===== src/rtl/sc_loadcounter.sv =====
// Loadable up-counter with prescaled, coalescing increment requests.
// Priority at each edge: clear, load, increment.
module sc_loadcounter #(
  parameter int unsigned DATAWIDTH      = 8,
  parameter int unsigned PRESCALE_COUNT = 50,
  parameter int unsigned PRESCALE_WIDTH = 6
) (
  input  logic                 SC_LOADCOUNTER_CLOCK_50,
  input  logic                 SC_LOADCOUNTER_RESET_InHigh,
  input  logic                 SC_LOADCOUNTER_clear_InHigh,
  input  logic                 SC_LOADCOUNTER_load_InLow,
  input  logic                 SC_LOADCOUNTER_upcount_InLow,
  input  logic [DATAWIDTH-1:0] SC_LOADCOUNTER_data_InBUS,
  input  logic [DATAWIDTH-1:0] SC_LOADCOUNTER_limit_InBUS,
  output logic [DATAWIDTH-1:0] SC_LOADCOUNTER_data_OutBUS,
  output logic                 SC_LOADCOUNTER_FLAG_OutLow,
  output logic                 SC_LOADCOUNTER_tick_OutHigh,
  output logic                 SC_LOADCOUNTER_wrap_OutHigh
);

  localparam logic [PRESCALE_WIDTH-1:0] PrescaleLast = PRESCALE_WIDTH'(PRESCALE_COUNT - 1);

  logic [DATAWIDTH-1:0]      count_q;
  logic [PRESCALE_WIDTH-1:0] presc_q;
  logic                      pending_q;
  logic                      wrap_q;
  logic                      tick;
  logic                      increment;

  assign tick      = (presc_q == PrescaleLast);
  // A request is honoured either from the pending latch or directly on a tick cycle.
  assign increment = tick && (pending_q || !SC_LOADCOUNTER_upcount_InLow);

  always_ff @(posedge SC_LOADCOUNTER_CLOCK_50 or posedge SC_LOADCOUNTER_RESET_InHigh) begin
    if (SC_LOADCOUNTER_RESET_InHigh) begin
      count_q   <= '0;
      presc_q   <= '0;
      pending_q <= 1'b0;
      wrap_q    <= 1'b0;
    end else if (SC_LOADCOUNTER_clear_InHigh) begin
      count_q   <= '0;
      presc_q   <= '0;
      pending_q <= 1'b0;
      wrap_q    <= 1'b0;
    end else begin
      presc_q <= tick ? '0 : presc_q + 1'b1;
      if (!SC_LOADCOUNTER_load_InLow) begin
        count_q   <= SC_LOADCOUNTER_data_InBUS;
        pending_q <= 1'b0;
        wrap_q    <= 1'b0;
      end else if (increment) begin
        count_q   <= count_q + 1'b1;
        pending_q <= 1'b0;
        wrap_q    <= &count_q;
      end else begin
        wrap_q <= 1'b0;
        if (!SC_LOADCOUNTER_upcount_InLow) begin
          pending_q <= 1'b1;
        end
      end
    end
  end

  assign SC_LOADCOUNTER_data_OutBUS  = count_q;
  assign SC_LOADCOUNTER_FLAG_OutLow  = (count_q != SC_LOADCOUNTER_limit_InBUS);
  assign SC_LOADCOUNTER_tick_OutHigh = tick;
  assign SC_LOADCOUNTER_wrap_OutHigh = wrap_q;

endmodule


===== config.mk =====
export PLATFORM = sky130hd
export DESIGN_NAME = sc_loadcounter
export DESIGN_NICKNAME = d
export VERILOG_FILES = /design/src/rtl/sc_loadcounter.sv
export SDC_FILE = /design/constraint.sdc
export NUM_CORES = 1
export LEC_CHECK = 0
export BUFFER_PORTS_ARGS = -buffer_cell sky130_fd_sc_hd__buf_2
export CAP_MARGIN = 5
export CORE_UTILIZATION = 30
export CTS_BUF_LIST = sky130_fd_sc_hd__clkbuf_16
export CTS_CLUSTER_DIAMETER = 100
export DETAILED_ROUTE_END_ITERATION = 8
export PLACE_DENSITY_LB_ADDON = 0.2
export SLEW_MARGIN = 25
export SYNTH_ARGS = -nofsm -noshare
export SYNTH_HDL_FRONTEND = slang
export SYNTH_SLANG_ARGS = --single-unit

===== constraint.sdc =====
create_clock -name SC_LOADCOUNTER_CLOCK_50 -period 2.4 [get_ports SC_LOADCOUNTER_CLOCK_50]
set_input_delay 0.12 -clock SC_LOADCOUNTER_CLOCK_50 [delete_from_list [all_inputs] [get_ports SC_LOADCOUNTER_CLOCK_50]]
set_output_delay 0.12 -clock SC_LOADCOUNTER_CLOCK_50 [all_outputs]
set_load 0.02 [all_outputs]

### Word-level counts from Yosys, hierarchy flattened

Cells that the tools add are included.
W data, S select, Z words.

* bits of input ports: 21
* ROM bits: 0
* flip-flop bits (word level): 16
* RAM bits: 0
* memories: 0
* bits in latches: 0
* output and inout port bits: 11

* muxes and demuxes: 12
* shifts and indexed selects: 0
* add/sub/neg operators: 2
* div/mod/pow operators: 0
* bitwise gates (word level): 0
* reductions and logical operators: 4
* multipliers: 0
* magnitude comparators: 0
* eq/ne operators: 4

Operator list (count)
* $mux W8: 3
* $mux W6: 2
* $add A8 B1 Y8 const B: 1
* $ne A8 B8 Y1: 1
* $reduce_and A8 Y1: 1
* $mux W1: 7
* $add A6 B1 Y6 const B: 1
* $eq A6 B6 Y1 const B: 1
* $ne A4 B3 Y1 const B: 1
* $ne A3 B2 Y1 const B: 1
* $logic_and A1 B1 Y1: 1
* $logic_not A1 Y1: 1
* $logic_or A1 B1 Y1: 1

### Depth between registers and ports, before layout

* word-level depth: 6
* mapped depth: 7

### Least setup slack after synthesis

OpenSTA, ideal clock, no wires.

* kind: register -> register
* start: reg presc_q[2]
* end: reg count_q[5] (netlist: SC_LOADCOUNTER_data_OutBUS[5])
* cell stages (with the launch flop): 6
* data arrival time: 1897 ps
* clock period less this slack: 1996 ps
* path buffers: 1
* setup time: 99 ps
* slack: 404 ps
* path through: dfrtp_1 -> or3b_4 -> or3_1 -> buf_6 -> or3_1 -> a311oi_1

* longest elaborated chain between the ends: 3

RTL lines
* start: declaration: line 24 `logic [PRESCALE_WIDTH-1:0] presc_q;`
* start signal: assignment: line 46 `presc_q <= tick ? '0 : presc_q + 1'b1;`
* $eq A6 B6 Y1: line 30 `assign tick = (presc_q == PrescaleLast);`
* $logic_and A1 B1 Y1: line 32 `assign increment = tick && (pending_q || !SC_LOADCOUNTER_upcount_InLow);`
* $ne A3 B2 Y1 (no source line)
* end signal: assignment: line 48 `count_q <= SC_LOADCOUNTER_data_InBUS;`
* end signal: assignment: line 52 `count_q <= count_q + 1'b1;`
* end: declaration: line 23 `logic [DATAWIDTH-1:0] count_q;`

Every way passes these cells.
A chain may end at the register's enable or synchronous reset.

### Final worst setup path

Same ends and word-level chain as after synthesis.

==> impl_metrics.toml <==
[outcome]
status = "finished with violations"
violations = "design-rule violations"

[timing]
timing.fmax_mhz = 473
fin_crit_sh_pct = 88.1
worstMarginPinSlew_ns = 0.617
hold_violations = 0
setup_viol = 0
tns_ns = 0
layout_setup_ws_ns = 0.286
fin_skew_ns = 0.00124
hold_ws_ns = 0.138
rsz0062_at_grt = "no"
period_needed_ns = 2.11
max-slew-margin-rel_pct = 58.8
slew_viol_final = 0

[power]
comb_power_share_pct = 13.0
finalPower_w = 0.000723
power_density_mw_per_mm2 = 610
power_switching_w = 0.000176
pwr-share-seq_pct = 42.2
p_int_w = 0.000547
vdd_drop_max_v = 0.000346
p_leak_nw = 0.552
p_sw_share_pct = 24.3
p_clk_share_pct = 44.8

[logic_synthesis]
synth-edff-count = 0
synth_seq_cells = 16
ys_types = 25
syn_inst = 98
syn-cell-area_sq_um = 930
yosysSeqAreaShare_pct = 43.1
synth-warning-count = 0
syn_nets = 122
async_flop_share_pct = 100
avgSynthCellArea_sq_um = 9.49
synth.area.top_cells = "dfrtp_1 (43%), xor2_1 (10%), nor2_1 (6.5%)"
synth_top_area_share_pct = 43.1
ys.flop_type = "dfrtp_1"
synth_area_leader_cell = "dfrtp_1"

[critical_path]
cp_cell_sequence = "or3b_4, or3_1, or3_1, a311oi_1"
cpMostUsedCell = "or3_1"
cp_slowest_cell = "or3_1"
cp_max_fo = 9
reg2reg_depth = 4
startpoint_type = "flop"
path_buf_inv = 0
endpoint_kind = "flop"
critPathTopFamily = "simple AND/OR/NAND/NOR gates"
required_ns = 2.55
r2r_end = "SC_LOADCOUNTER_data_OutBUS[5]"
cp_slowest_stage_delay_ns = 0.51
worstReg2RegStart = "presc_q[2]"
critPathKind = "reg -> reg"
crit_arrival_ns = 2.26
regToRegSetupSlack_ns = 0.29

[finish]
drive_above_1_share_pct = 27.9
nNetsFinal = 154
synthToLayoutAreaGrowth_pct = 27.6
mostFrequentLayoutCells = "buf_2 (31), dfrtp_1 (16), nor2_1 (16)"
diodes = 0
final_common_cell = "buf_2"
utilization_pct = 41.6

[die]
pin_count = 32
rows = 19
dieHeight_um = 57.7
die_w_um = 57.7
core-area_sq_mm = 0.00285
die_area_sq_mm = 0.00333
initial_core_util_pct = 32.6

[route]
wirelength_mm = 2.05
dr.pass1.iters = 5
route.detailed.drc = 4
drt_iter0_drc = 10
wl_per_cell_um = 12.8
viasPerCell = 5.09
ant_nets = 0
via_count = 815

[clock_network]
cts_tree = "done"
cts_made_buffers = 3
worst_skew_pair.late_latency_ns = 0.25
htree_num_levels = 1
cts_sinks = 16
postCtsHoldBufs = 1
post_cts_buffers = 0
ctsRootBufferMaster = "clkbuf_16"
clk_pin_slew_ns = 0.05
ctsResizeCount = 0
cts_buffer_depth = 2

[min_path]
hp-start = "SC_LOADCOUNTER_data_InBUS[2]"
hold_depth = 3
worst_hold_path.endpoint = "SC_LOADCOUNTER_data_OutBUS[2]"
hp-class = "in -> reg"

[place]
io_buffers = 31
dp_hpwl_mm = 1.55
gp_congestion = 0.780
place_ws_ns = 0.304

[grt]
grt_pass1_wl_mm = 3.54
grt_antenna_before_repair = 0
grt_pass1_vias = 824
grt_use_total_pct = 14.2
grt-ovfl-total = 0
grt_max_degree = 19

[job]
maxCapViolCount = 0
## cell type report
type | instances | area (sq um)
Inverter | 3 | 11.3
Sequential cell | 16 | 400
Multi-Input combinational cell | 74 | 492
Timing Repair Buffer | 32 | 165
Clock buffer | 3 | 75.1
Fill cell | 298 | 1670
Clock inverter | 1 | 3.75
Tap cell | 31 | 38.8
## power by group through the flow
stage / combinational (W) / clock, W / sequential (W)
finish: 0.0000941 / 0.000324 / 0.000305
global route: 0.000105 / 0.000349 / 0.000308
CTS: 0.0000960 / 0.000330 / 0.000305
detailed placement: 0.0000933 / 0 / 0.000309
global placement: 0.0000922 / 0 / 0.000309
floorplan: 0.0000480 / 0 / 0.000316
## flip-flops by register name, indices dropped and copies added (netlist names)
register and cells:
SC_LOADCOUNTER_data_OutBUS 8, presc_q 6, SC_LOADCOUNTER_wrap_OutHigh 1, pending_q 1
## per-stage QoR
| step | instances | cell area, sq um |
|---|---|---|
| floorplan | 98 | 930 |
| global placement | 155 | 1100 |
| detailed placement | 155 | 1100 |
| CTS | 160 | 1190 |
| global route | 160 | 1190 |
| finish | 160 | 1190 |
## layer usage
metal / vias to the layer above / routed length (um) / GRT usage (%) / share of wire [%]
li1: 413 / - / - / -
met5: - / 0 / 0 / 0
met2: 27 / 944 / 24.8 / 46
met1: 370 / 931 / 16.5 / 45
met3: 5 / 140 / 3.79 / 6.8
met4: 0 / 35 / 6.12 / 1.7
## cells by family (layout without fill, tap and decap cells)
logic type / Yosys count / count (layout) / share of synthesized area [%]
multiplexers: 1 / 1 / 1.08
AND/OR/NAND/NOR: 43 / 43 / 24.2
AO/OA/AOI/OAI: 11 / 11 / 8.48
XOR/XNOR: 16 / 16 / 15.1
buffers and inverters: 8 / 39 / 4.04
adder cells (fa/ha/maj): 3 / 3 / 4.04
flip-flops: 16 / 16 / 43.1
## Yosys cell counts (3+ instances only)
cell type / count
nor2_1: 16
nand4_1: 3
xor2_1: 11
nor4_1: 5
or3_1: 4
clkbuf_1: 4
nand2_1: 3
o21ai_0: 3
dfrtp_1: 16
a311oi_1: 3
nand3_1: 4
inv_1: 3
a211oi_1: 5
xnor2_1: 5
ha_1: 3
## worst register-to-register path, delay by kind of cell, from the launching register on
family	cells	cell delay, ns
AOI/OAI and AO/OA	1	0.26
DFF	1	0.42
and+or+nand+nor	3	1.33
## worst max-delay path by stage
stage	startpoint	endpoint	slack [ns]	depth (start not counted)
4_1_cts	presc_q[2]	SC_LOADCOUNTER_data_OutBUS[5]	0.29	4
6_report	presc_q[2]	SC_LOADCOUNTER_data_OutBUS[5]	0.29	4
5_1_grt	presc_q[2]	SC_LOADCOUNTER_data_OutBUS[6]	0.18	4
3_5_place_dp	presc_q[2]	SC_LOADCOUNTER_data_OutBUS[5]	0.30	4
2_1_floorplan	presc_q[2]	SC_LOADCOUNTER_data_OutBUS[5]	0.40	5
3_3_place_gp	presc_q[2]	SC_LOADCOUNTER_data_OutBUS[7]	0.34	4
(Power assumes the default switching activity.)
